===== src/rtl/uart_tx_arbiter.sv =====
// uart_tx_arbiter: round-robin sharing of one UART transmitter among N_REQ byte requesters.
// Define UART_ARB_TIMEOUT_EN to abort a transfer with an err pulse after TIMEOUT cycles in WAIT.
module uart_tx_arbiter #(
    parameter int N_REQ    = 4,
    parameter int STR_HOLD = 16,
    parameter int TIMEOUT  = 65535
) (
    input  logic               i_clk,
    input  logic               i_rst_n,
    input  logic [N_REQ-1:0]   i_req,
    input  logic [8*N_REQ-1:0] i_req_data,
    output logic [N_REQ-1:0]   o_grant,
    output logic [N_REQ-1:0]   o_done,
    output logic [N_REQ-1:0]   o_err,
    output logic               o_busy,
    output logic               o_tx_str,
    output logic [7:0]         o_tx_data,
    input  logic               i_tx_done,
    input  logic               i_tx_er
);
    localparam int PW = $clog2(N_REQ);
    localparam int CW = $clog2(STR_HOLD + 1);

    typedef enum logic [1:0] {IDLE, START, WAIT, RESP} state_t;

    state_t             r_state;
    logic [PW-1:0]      r_ptr;
    logic [PW-1:0]      r_sel;
    logic [CW-1:0]      r_cnt;
    logic [N_REQ-1:0]   r_grant;
    logic [N_REQ-1:0]   r_done;
    logic [N_REQ-1:0]   r_err;
    logic               r_busy;
    logic               r_tx_str;
    logic [7:0]         r_tx_data;
    logic [2:0]         r_dn_s;
    logic [1:0]         r_er_s;
    logic [PW-1:0]      w_sel;
    logic [7:0]         w_byte;
    logic               w_done_rise;
`ifdef UART_ARB_TIMEOUT_EN
    logic [31:0]        r_wd;
`else
    logic               w_unused_timeout;
    assign w_unused_timeout = (TIMEOUT != 0);
`endif

    assign o_grant     = r_grant;
    assign o_done      = r_done;
    assign o_err       = r_err;
    assign o_busy      = r_busy;
    assign o_tx_str    = r_tx_str;
    assign o_tx_data   = r_tx_data;
    assign w_done_rise = r_dn_s[1] & ~r_dn_s[2];

    // Walk downward so the candidate closest to the pointer is the last one written.
    always_comb begin
        logic [PW-1:0] v_idx;
        v_idx  = '0;
        w_sel  = r_ptr;
        w_byte = '0;
        for (int k = N_REQ - 1; k >= 0; k--) begin
            v_idx = PW'((int'(r_ptr) + k) % N_REQ);
            if (i_req[v_idx]) w_sel = v_idx;
        end
        for (int k = 0; k < N_REQ; k++) begin
            if (w_sel == PW'(k)) w_byte = i_req_data[8*k +: 8];
        end
    end

    always_ff @(posedge i_clk or negedge i_rst_n) begin
        if (!i_rst_n) begin
            r_dn_s <= '0;
            r_er_s <= '0;
        end else begin
            r_dn_s <= {r_dn_s[1:0], i_tx_done};
            r_er_s <= {r_er_s[0], i_tx_er};
        end
    end

    always_ff @(posedge i_clk or negedge i_rst_n) begin
        if (!i_rst_n) begin
            r_state   <= IDLE;
            r_ptr     <= '0;
            r_sel     <= '0;
            r_cnt     <= '0;
            r_grant   <= '0;
            r_done    <= '0;
            r_err     <= '0;
            r_busy    <= 1'b0;
            r_tx_str  <= 1'b0;
            r_tx_data <= '0;
`ifdef UART_ARB_TIMEOUT_EN
            r_wd      <= '0;
`endif
        end else begin
            r_done <= '0;
            r_err  <= '0;
            case (r_state)
                IDLE: begin
                    if (|i_req) begin
                        r_sel     <= w_sel;
                        r_grant   <= N_REQ'(1) << w_sel;
                        r_tx_data <= w_byte;
                        r_tx_str  <= 1'b1;
                        r_cnt     <= CW'(STR_HOLD - 1);
                        r_busy    <= 1'b1;
                        r_state   <= START;
                    end
                end
                START: begin
                    if (r_cnt == '0) begin
                        r_tx_str <= 1'b0;
                        r_state  <= WAIT;
`ifdef UART_ARB_TIMEOUT_EN
                        r_wd     <= '0;
`endif
                    end else begin
                        r_cnt <= r_cnt - 1'b1;
                    end
                end
                WAIT: begin
                    if (w_done_rise) begin
                        r_done  <= r_er_s[1] ? '0 : r_grant;
                        r_err   <= r_er_s[1] ? r_grant : '0;
                        r_grant <= '0;
                        r_state <= RESP;
                    end
`ifdef UART_ARB_TIMEOUT_EN
                    else if (r_wd == 32'(TIMEOUT - 1)) begin
                        r_err   <= r_grant;
                        r_grant <= '0;
                        r_state <= RESP;
                    end else begin
                        r_wd <= r_wd + 1'b1;
                    end
`endif
                end
                default: begin
                    r_ptr   <= (r_sel == PW'(N_REQ - 1)) ? '0 : r_sel + 1'b1;
                    r_busy  <= 1'b0;
                    r_state <= IDLE;
                end
            endcase
        end
    end
endmodule


===== config.mk =====
export PLATFORM = sky130hd
export DESIGN_NAME = uart_tx_arbiter
export DESIGN_NICKNAME = d
export VERILOG_FILES = /design/src/rtl/uart_tx_arbiter.sv
export SDC_FILE = /design/constraint.sdc
export NUM_CORES = 1
export LEC_CHECK = 0
export BUFFER_PORTS_ARGS = -buffer_cell sky130_fd_sc_hd__buf_2
export CAP_MARGIN = 20
export CORE_ASPECT_RATIO = 0.7
export CORE_UTILIZATION = 45
export CTS_CLUSTER_DIAMETER = 150
export CTS_CLUSTER_SIZE = 12
export DETAILED_ROUTE_END_ITERATION = 8
export GPL_TIMING_DRIVEN = 0
export PLACE_DENSITY_LB_ADDON = 0.05
export SKIP_CTS_REPAIR_TIMING = 1
export SYNTH_ARGS = -nofsm -noshare
export SYNTH_HDL_FRONTEND = slang
export SYNTH_SLANG_ARGS = --single-unit

===== constraint.sdc =====
create_clock -name i_clk -period 1.7 [get_ports i_clk]
set_input_delay 0.085 -clock i_clk [delete_from_list [all_inputs] [get_ports i_clk]]
set_output_delay 0.085 -clock i_clk [all_outputs]
set_load 0.03 [all_outputs]

==> results of run 1 <==
## cell type report
cell class / instances / area [sq um] / area share (%)
clock inverters: 3 / 45.0 / 1.73
clock buffers: 5 / 68.8 / 2.64
multi-input cells: 141 / 998 / 38.3
inverters: 5 / 18.8 / 0.720
flip-flops and latches: 38 / 952 / 36.5
repair buffers: 71 / 405 / 15.6
plain buffers: 6 / 52.6 / 2.02
well taps: 52 / 65.1 / 2.50
## routing by layer
metal	vias up	track usage, %	part of all wire [%]
met2	52	27.6	41
met1	827	33.1	51
met5	-	0	0
met3	4	6.99	6.3
li1	859	-	-
met4	0	6.89	0.80
## cell usage after synthesis (2+ instances only)
master / count / share of area (%)
a32o_1: 4 / 2.1
inv_1: 5 / 0.98
nor2b_1: 8 / 2.6
nand3_1: 18 / 4.7
nand2_1: 7 / 1.4
a21oi_1: 21 / 5.5
buf_2: 3 / 0.78
nor2_1: 11 / 2.1
o21ai_0: 19 / 5.0
clkbuf_1: 2 / 0.39
nand2b_1: 3 / 0.98
and2_1: 9 / 2.9
and3_1: 2 / 0.65
xnor2_1: 2 / 0.91
mux2_2: 3 / 1.8
o21ai_1: 2 / 0.52
a211o_1: 9 / 4.1
ha_1: 6 / 3.9
a211oi_1: 2 / 0.78
dfrtp_1: 38 / 50
## critical path, cell delays in order (launching register included)
cell and delay, ps:
dfrtp_2 460, nor2b_4 150, a2111o_1 390, buf_6 160, clkbuf_16 150, nand3_2 80
a21oi_2 70, a211o_1 230
## cells by family (layout without fill, tap and decap cells)
kind of cell	after synthesis	in the layout	synth area share (%)
simple gates	63	63	17.1
buf+inv	11	90	2.74
xor+xnor	2	2	0.912
flops	38	38	49.5
compound gates	67	67	24.0
fa+ha+maj	6	6	3.91
mux	3	3	1.76
## flip-flops by register name, summed over array words and instances, names as in the netlist, 2 cells and up
name	flops
o_done	4
r_cnt	5
o_tx_data	8
o_err	4
o_grant	4
r_er_s	2
r_sel	2
r_dn_s	3
r_ptr	2
r_state	2
## stage by stage
stage               util (%)  setup TNS, ps
detailed placement      57.7          -3640
CTS                     60.6          -2990
floorplan                  -              0
global placement        57.7          -3740
global route            65.3          -1460
finish                  65.3           -647
## layout by cell type (no fill, tap or decap), types with 6 or more instances in the layout
cell,n
nand2_1,7
a21oi_1,17
and2_1,9
buf_2,62
o21ai_0,19
a211o_1,9
nor2_1,10
nor2b_1,7
dfrtp_1,37
buf_4,6
nand3_1,15
## worst max-delay path by stage
stage / end / slack, ps / cells past startpoint
2_1_floorplan: r_state[1] / 40 / 6
3_3_place_gp: o_tx_data[2] / -280 / 6
3_5_place_dp: o_tx_data[2] / -260 / 6
4_1_cts: o_tx_data[4] / -250 / 6
5_1_grt: o_tx_data[6] / -150 / 7
6_report: o_tx_data[6] / -100 / 7
## report_power, final
part           switching, mW  total, mW  internal [mW]
clock                  0.335      0.771          0.436
combinational           1.31       2.23          0.914
sequential             0.215       1.40           1.18
total                   1.86       4.40           2.53
==> impl_metrics.py, run 1 <==
metrics = {
    "outcome": {
        "status": "finished, violations left",
        "violations": "setup timing",
    },
    "job": {
        "maxCapViolCount": 0,
    },
    "timing": {
        "setup-violations-final": 8,
        "holdWs_ps": 195,
        "slew_headroom_pct": 45.9,
        "slew_viol_final": 0,
        "tightest_slew_ps": 811,
        "period_share_pct": 106,
        "hold_viol_final": 0,
        "rsz0062_at_grt": "true",
        "final.setup_skew_ps": 7.68,
        "layout_setup_ws_ps": -104,
        "fmax_mhz": 554,
        "fin_crit_ps": 1800,
    },
    "die": {
        "start_util_pct": 48.1,
        "dieHeight_um": 56.7,
        "fp.dieW_um": 80.1,
        "fp-row-count": 19,
        "fp.coreArea_sq_um": 3990,
        "die-area_sq_um": 4540,
        "ioPinCount": 62,
    },
    "clock_tree": {
        "numCtsBuffers": 5,
        "cts_tree": "built",
        "clockBufferDepth": 2,
        "cts_sinks": 38,
        "clkSlewWorstSetupHoldPaths_ps": 70,
        "cts_root_buf": "clkbuf_8",
        "clock_latency_ps": 300,
        "htree_levels": 2,
    },
    "layout": {
        "stdcell_count": 321,
        "nets": 314,
        "n_fill_cell": 341,
        "layout-drive-gt1-share_pct": 39.8,
        "final_cell_area_sq_um": 2610,
        "area_delta_synth_final_pct": 35.7,
        "antenna_cells": 0,
    },
    "pwr": {
        "irDropWorstVdd_v": 0.000997,
        "leakage_nw": 1.28,
        "finalPower_mw": 4.40,
        "power_density_nw_per_um2": 1690,
    },
    "global_routing": {
        "grt_pass1_wl_um": 7120,
        "grt_usage_pct": 21.3,
        "antenna_found_initial": 0,
        "grt_pass1_vias": 1475,
        "overflow": 0,
        "grt_max_degree": 39,
    },
    "synthesis": {
        "synth_edf_count": 0,
        "syn-instance-count": 190,
        "async_reset_ff_share_pct": 100,
        "synth-main-ff-cell": "dfrtp_1",
        "ys_seq_elements": 38,
        "synth-seq-area-share_pct": 49.5,
        "synth.distinct_cells": 36,
        "mappedNetlistNets": 236,
        "ys_warn_count": 0,
        "synth_area_sq_um": 1920,
        "synth.avg_cell_area_sq_um": 10.1,
    },
    "placement": {
        "dp_cells": 303,
        "gp_congestion": 0.818,
        "dp.final_hpwl_um": 3330,
        "port-buffer-count": 61,
        "place_area_sq_um": 2300,
        "pre_cts_slack_ps": -263,
    },
    "drt": {
        "drt-vias-per-instance": 5.43,
        "first_pass_iters": 4,
        "detail-route-antenna-nets": 0,
        "dr.first_iter.drc_count": 97,
        "routedWlPerCell_um": 14.8,
        "drc": 0,
        "routed_wl_um": 4750,
        "vias": 1742,
    },
    "setup_path": {
        "cp-startpoint": "r_ptr[1]",
        "cp_max_fo": 9,
        "cp.arrival_ps": 1990,
        "worstRegToRegCells": 7,
        "cp-start-kind": "flop",
        "worst_ep_required_time_ps": 1880,
        "path_class": "reg -> reg",
        "critPathCaptureType": "flop",
        "rr_startpoint": "r_ptr[1]",
        "r2r_slack_ps": -100,
        "r2r-end": "o_tx_data[6]",
    },
    "worst_hold_path": {
        "min_path_cells": 4,
        "hold_class": "in -> reg",
        "worst_hold_path.endpoint": "o_tx_data[5]",
        "min_from": "i_req_data[21]",
    },
}
No activity file was read; power rests on OpenSTA's default activity.
==> inputs of run 2 (changes only) <==
Settings changed: SETUP_SLACK_MARGIN set to 0.02.
==> run 2 against run 1 <==
The flow still finishes with violations (setup timing). Clock-buffer cell count unchanged. Worst hold slack about the same. Total power up 0.60%. Clock skew up 0.55 ps. Largest cell class unchanged. Critical endpoint unchanged.
==> impl_metrics.py, run 2 (synthesis results as in run 1) <==
metrics = {
    "outcome": {
        "status": "finished, violations left",
        "violations": "setup timing",
    },
    "die": {
        "dieHeight_um": 56.7,
        "fp-row-count": 19,
        "die-area_sq_um": 4540,
        "start_util_pct": 48.1,
        "fp.coreArea_sq_um": 3990,
        "ioPinCount": 62,
        "fp.dieW_um": 80.1,
    },
    "timing": {
        "period_share_pct": 106,
        "slew_headroom_pct": 45.0,
        "hold_viol_final": 0,
        "fmax_mhz": 554,
        "slew_viol_final": 0,
        "final.setup_skew_ps": 8.23,
        "fin_crit_ps": 1800,
        "rsz0062_at_grt": "true",
        "layout_setup_ws_ps": -104,
        "tightest_slew_ps": 824,
        "setup-violations-final": 9,
    },
    "pwr": {
        "leakage_nw": 1.29,
        "irDropWorstVdd_v": 0.000962,
        "power_density_nw_per_um2": 1690,
        "finalPower_mw": 4.42,
    },
    "global_routing": {
        "grt_pass1_wl_um": 7120,
        "grt.met3_usage_pct": 6.99,
        "busiest_layer": "met1",
        "overflow": 0,
        "grt_pass1_vias": 1475,
        "grt_usage_pct": 21.3,
        "grt_max_degree": 39,
        "met1_usage_pct": 33.1,
        "grtUsageMet2_pct": 27.6,
        "antenna_found_initial": 0,
    },
    "layout": {
        "n_fill_cell": 337,
        "area_delta_synth_final_pct": 36.5,
        "layout_commonest_cell": "buf_2",
        "largest_reg_flops": 8,
        "post-route-util_pct": 65.7,
        "antenna_cells": 0,
        "layout-drive-gt1-share_pct": 40.4,
        "final_cell_area_sq_um": 2620,
        "nets": 315,
        "final_cell_mix": "62 x buf_2, 37 x dfrtp_1, 19 x o21ai_0",
    },
    "drt": {
        "routedWlPerCell_um": 14.9,
        "detail-route-antenna-nets": 0,
        "routed_wl_um": 4810,
        "drc": 0,
        "dr.first_iter.drc_count": 123,
        "first_pass_iters": 4,
        "vias": 1773,
        "drt-vias-per-instance": 5.51,
    },
    "setup_path": {
        "path_class": "reg -> reg",
        "cp-startpoint": "r_ptr[1]",
        "rr_startpoint": "r_ptr[1]",
        "cp-start-kind": "flop",
        "critPathCaptureType": "flop",
        "cp_max_fo": 9,
        "worst_ep_required_time_ps": 1880,
        "cp.arrival_ps": 1990,
    },
    "clock_tree": {
        "clkSlewWorstSetupHoldPaths_ps": 70,
        "cts_tree": "built",
        "htree_levels": 2,
        "numCtsBuffers": 5,
        "clock_latency_ps": 300,
        "cts_root_buf": "clkbuf_8",
        "cts_sinks": 38,
        "clockBufferDepth": 2,
    },
    "placement": {
        "place_area_sq_um": 2300,
        "gp_congestion": 0.818,
        "port-buffer-count": 61,
        "dp.final_hpwl_um": 3330,
    },
    "job": {
        "maxCapViolCount": 0,
    },
    "worst_hold_path": {
        "hold_class": "in -> reg",
        "min_from": "i_req_data[21]",
    },
}
run 2: cell count changes in the layout (fill, tap and decap cells not counted):
cell,change
a211oi_1,-1
a211oi_2,+1
buf_6,+1
run 2: path summary, 6_finish.rpt:
path | cells past startpoint | to | slack (ps)
hold / removal | 4 | o_tx_data[5] | 190
min in group asynchronous | 2 | r_state[1] | 410
setup reg to reg | 7 | o_tx_data[6] | -100
setup / recovery | 7 | o_tx_data[6] | -100
hold reg to reg | 0 | r_dn_s[1] | 350
max in group asynchronous | 2 | r_ptr[1] | 720
run 2: layout make-up:
cell class	count	area, sq um	area share, %
tap	52	65.1	2.48
clock inverter	3	45.0	1.72
buffer	6	52.6	2.00
timing repair buffer	72	417	15.9
multi-input combinational	141	1000	38.3
inverter	5	18.8	0.716
sequential	38	952	36.3
clock buffer	5	68.8	2.62
run 2: layer usage:
layer	wire, um	part of all wire (%)
met5	0	0
met2	2010	42
met1	2510	52
met4	35	0.73
met3	247	5.1
run 2: metrics by stage:
step	setup WS (ps)	hold slack, ps	setup TNS [ps]	cells
3_5_place_dp	-263	195	-3640	303
6_report	-104	195	-689	322
2_1_floorplan	35.4	-211	0	190
3_3_place_gp	-277	193	-3740	303
5_1_grt	-147	201	-1470	322
4_1_cts	-253	-116	-2990	311
run 2: power by group:
part	internal [mW]	switching (mW)
registers	1.18	0.215
logic	0.926	1.33
clock network	0.436	0.338
total	2.54	1.88
run 2: critical path, cell delays in order, from the launching register on:
cell       delay, ps
dfrtp_2          460
nor2b_4          150
a2111o_1         390
buf_6            160
clkbuf_16        150
nand3_2           70
a21oi_2           70
a211o_1          230
==> inputs of run 3 (changes only) <==
Settings changed: PLACE_DENSITY set to 0.82, PLACE_DENSITY_LB_ADDON 0.05 to unset.
==> run 3 against run 2 <==
Maximum frequency decreased by 0.23%. Clock-buffer cell count did not move. Global-route usage is 0.38 points lower. Non-clock buffer count is 1 higher. Largest power group unchanged. The flow still finishes with violations (setup timing). Clock power about the same. Sequential power about the same.
==> impl_metrics.py, run 3 (synthesis results as in run 1) <==
metrics = {
    "placement": {
        "dp.final_hpwl_um": 3370,
        "gp_congestion": 0.879,
        "port-buffer-count": 61,
        "place_area_sq_um": 2300,
        "pre_cts_slack_ps": -264,
    },
    "setup_path": {
        "cp_max_fo": 9,
        "r2r-end": "o_tx_data[7]",
        "rr_startpoint": "r_ptr[1]",
        "cp.arrival_ps": 1980,
        "r2r_slack_ps": -110,
        "worstRegToRegCells": 7,
        "worst_ep_required_time_ps": 1880,
        "cp-startpoint": "r_ptr[1]",
        "cp-start-kind": "flop",
        "critPathCaptureType": "flop",
        "path_class": "reg -> reg",
        "cp-endpoint": "o_tx_data[7]",
    },
    "clock_tree": {
        "clockBufferDepth": 2,
        "clkSlewWorstSetupHoldPaths_ps": 80,
        "cts_sinks": 38,
        "htree_levels": 2,
        "cts_tree": "built",
        "clock_latency_ps": 290,
        "numCtsBuffers": 5,
        "cts_root_buf": "clkbuf_8",
    },
    "layout": {
        "largest_reg_flops": 8,
        "area_delta_synth_final_pct": 37.4,
        "nets": 316,
        "final_cell_mix": "63 x buf_2, 37 x dfrtp_1, 18 x a21oi_1",
        "layout_commonest_cell": "buf_2",
        "post-route-util_pct": 66.1,
        "antenna_cells": 0,
        "final_cell_area_sq_um": 2640,
        "layout-drive-gt1-share_pct": 41.0,
    },
    "job": {
        "maxCapViolCount": 0,
    },
    "global_routing": {
        "grt_pass1_wl_um": 7010,
        "grt_usage_pct": 21.0,
        "grt_max_degree": 39,
        "overflow": 0,
        "grt_pass1_vias": 1521,
        "antenna_found_initial": 0,
    },
    "timing": {
        "fmax_mhz": 553,
        "hold_viol_final": 0,
        "fin_crit_ps": 1810,
        "period_share_pct": 106,
        "layout_setup_ws_ps": -108,
        "final.setup_skew_ps": 5.71,
        "slew_headroom_pct": 45.7,
        "setup-violations-final": 10,
        "tightest_slew_ps": 806,
        "rsz0062_at_grt": "true",
        "holdWs_ps": 184,
        "slew_viol_final": 0,
        "final.setup.tns_ps": -668,
    },
    "drt": {
        "drc": 0,
        "first_pass_iters": 4,
        "dr.first_iter.drc_count": 164,
        "routed_wl_um": 4860,
        "drt-vias-per-instance": 5.51,
        "vias": 1779,
        "routedWlPerCell_um": 15.0,
        "detail-route-antenna-nets": 0,
    },
    "die": {
        "fp.coreArea_sq_um": 3990,
        "die-area_sq_um": 4540,
        "dieHeight_um": 56.7,
        "start_util_pct": 48.1,
        "fp.dieW_um": 80.1,
        "fp-row-count": 19,
        "ioPinCount": 62,
    },
    "outcome": {
        "violations": "setup timing",
        "status": "finished, violations left",
    },
    "worst_hold_path": {
        "hold_class": "in -> reg",
    },
    "pwr": {
        "leakage_nw": 1.30,
        "power_density_nw_per_um2": 1700,
        "irDropWorstVdd_v": 0.00113,
    },
}
run 3: layout make-up:
cell class	count	area [sq um]
inverter	5	21.3
tap	52	65.1
timing repair buffer	73	422
multi-input combinational	141	1010
buffer	6	52.6
sequential	38	952
clock buffer	5	68.8
fill	311	1360
clock inverter	3	45.0
run 3: routing by layer:
metal  track usage (%)  vias up  share of wire, %
met5                 0        -                 0
met3              5.20        6               7.3
met2              31.0       71                44
met1              29.8      841                47
met4              7.65        0               1.2
li1                  -      861                 -
run 3: power breakdown:
group          internal (mW)  leakage, nW  switching [mW]  total (mW)
Sequential              1.18        0.470           0.235        1.42
Combinational          0.939        0.780            1.35        2.29
Clock                  0.436       0.0504           0.337       0.773
Total                   2.56         1.30            1.92        4.47
run 3: worst max-delay path: stages, from the launching register on:
cell       delay (ps)
dfrtp_2           460
nor2b_4           160
a2111o_1          370
buf_6             150
clkbuf_16         150
nand3_1            70
a21oi_1            80
a211o_1           240
run 3: per-stage QoR:
stage | power, mW | cells
floorplan | 2.82 | 190
global placement | 3.30 | 303
detailed placement | 3.37 | 303
CTS | 4.14 | 311
global route | 4.76 | 323
finish | 4.47 | 323
run 3: how the worst min path moves through the flow:
| stage | from | end | slack, ps | cells past startpoint |
|---|---|---|---|---|
| after global placement | i_tx_done | r_dn_s[0] | 190 | 1 |
| after CTS | i_tx_done | r_dn_s[0] | -110 | 1 |
| after global routing | i_req_data[13] | o_tx_data[5] | 210 | 4 |
| after floorplan | i_rst_n | o_busy | -210 | 0 |
| after detailed placement | i_tx_done | r_dn_s[0] | 190 | 1 |
| final | i_req_data[13] | o_tx_data[5] | 180 | 4 |
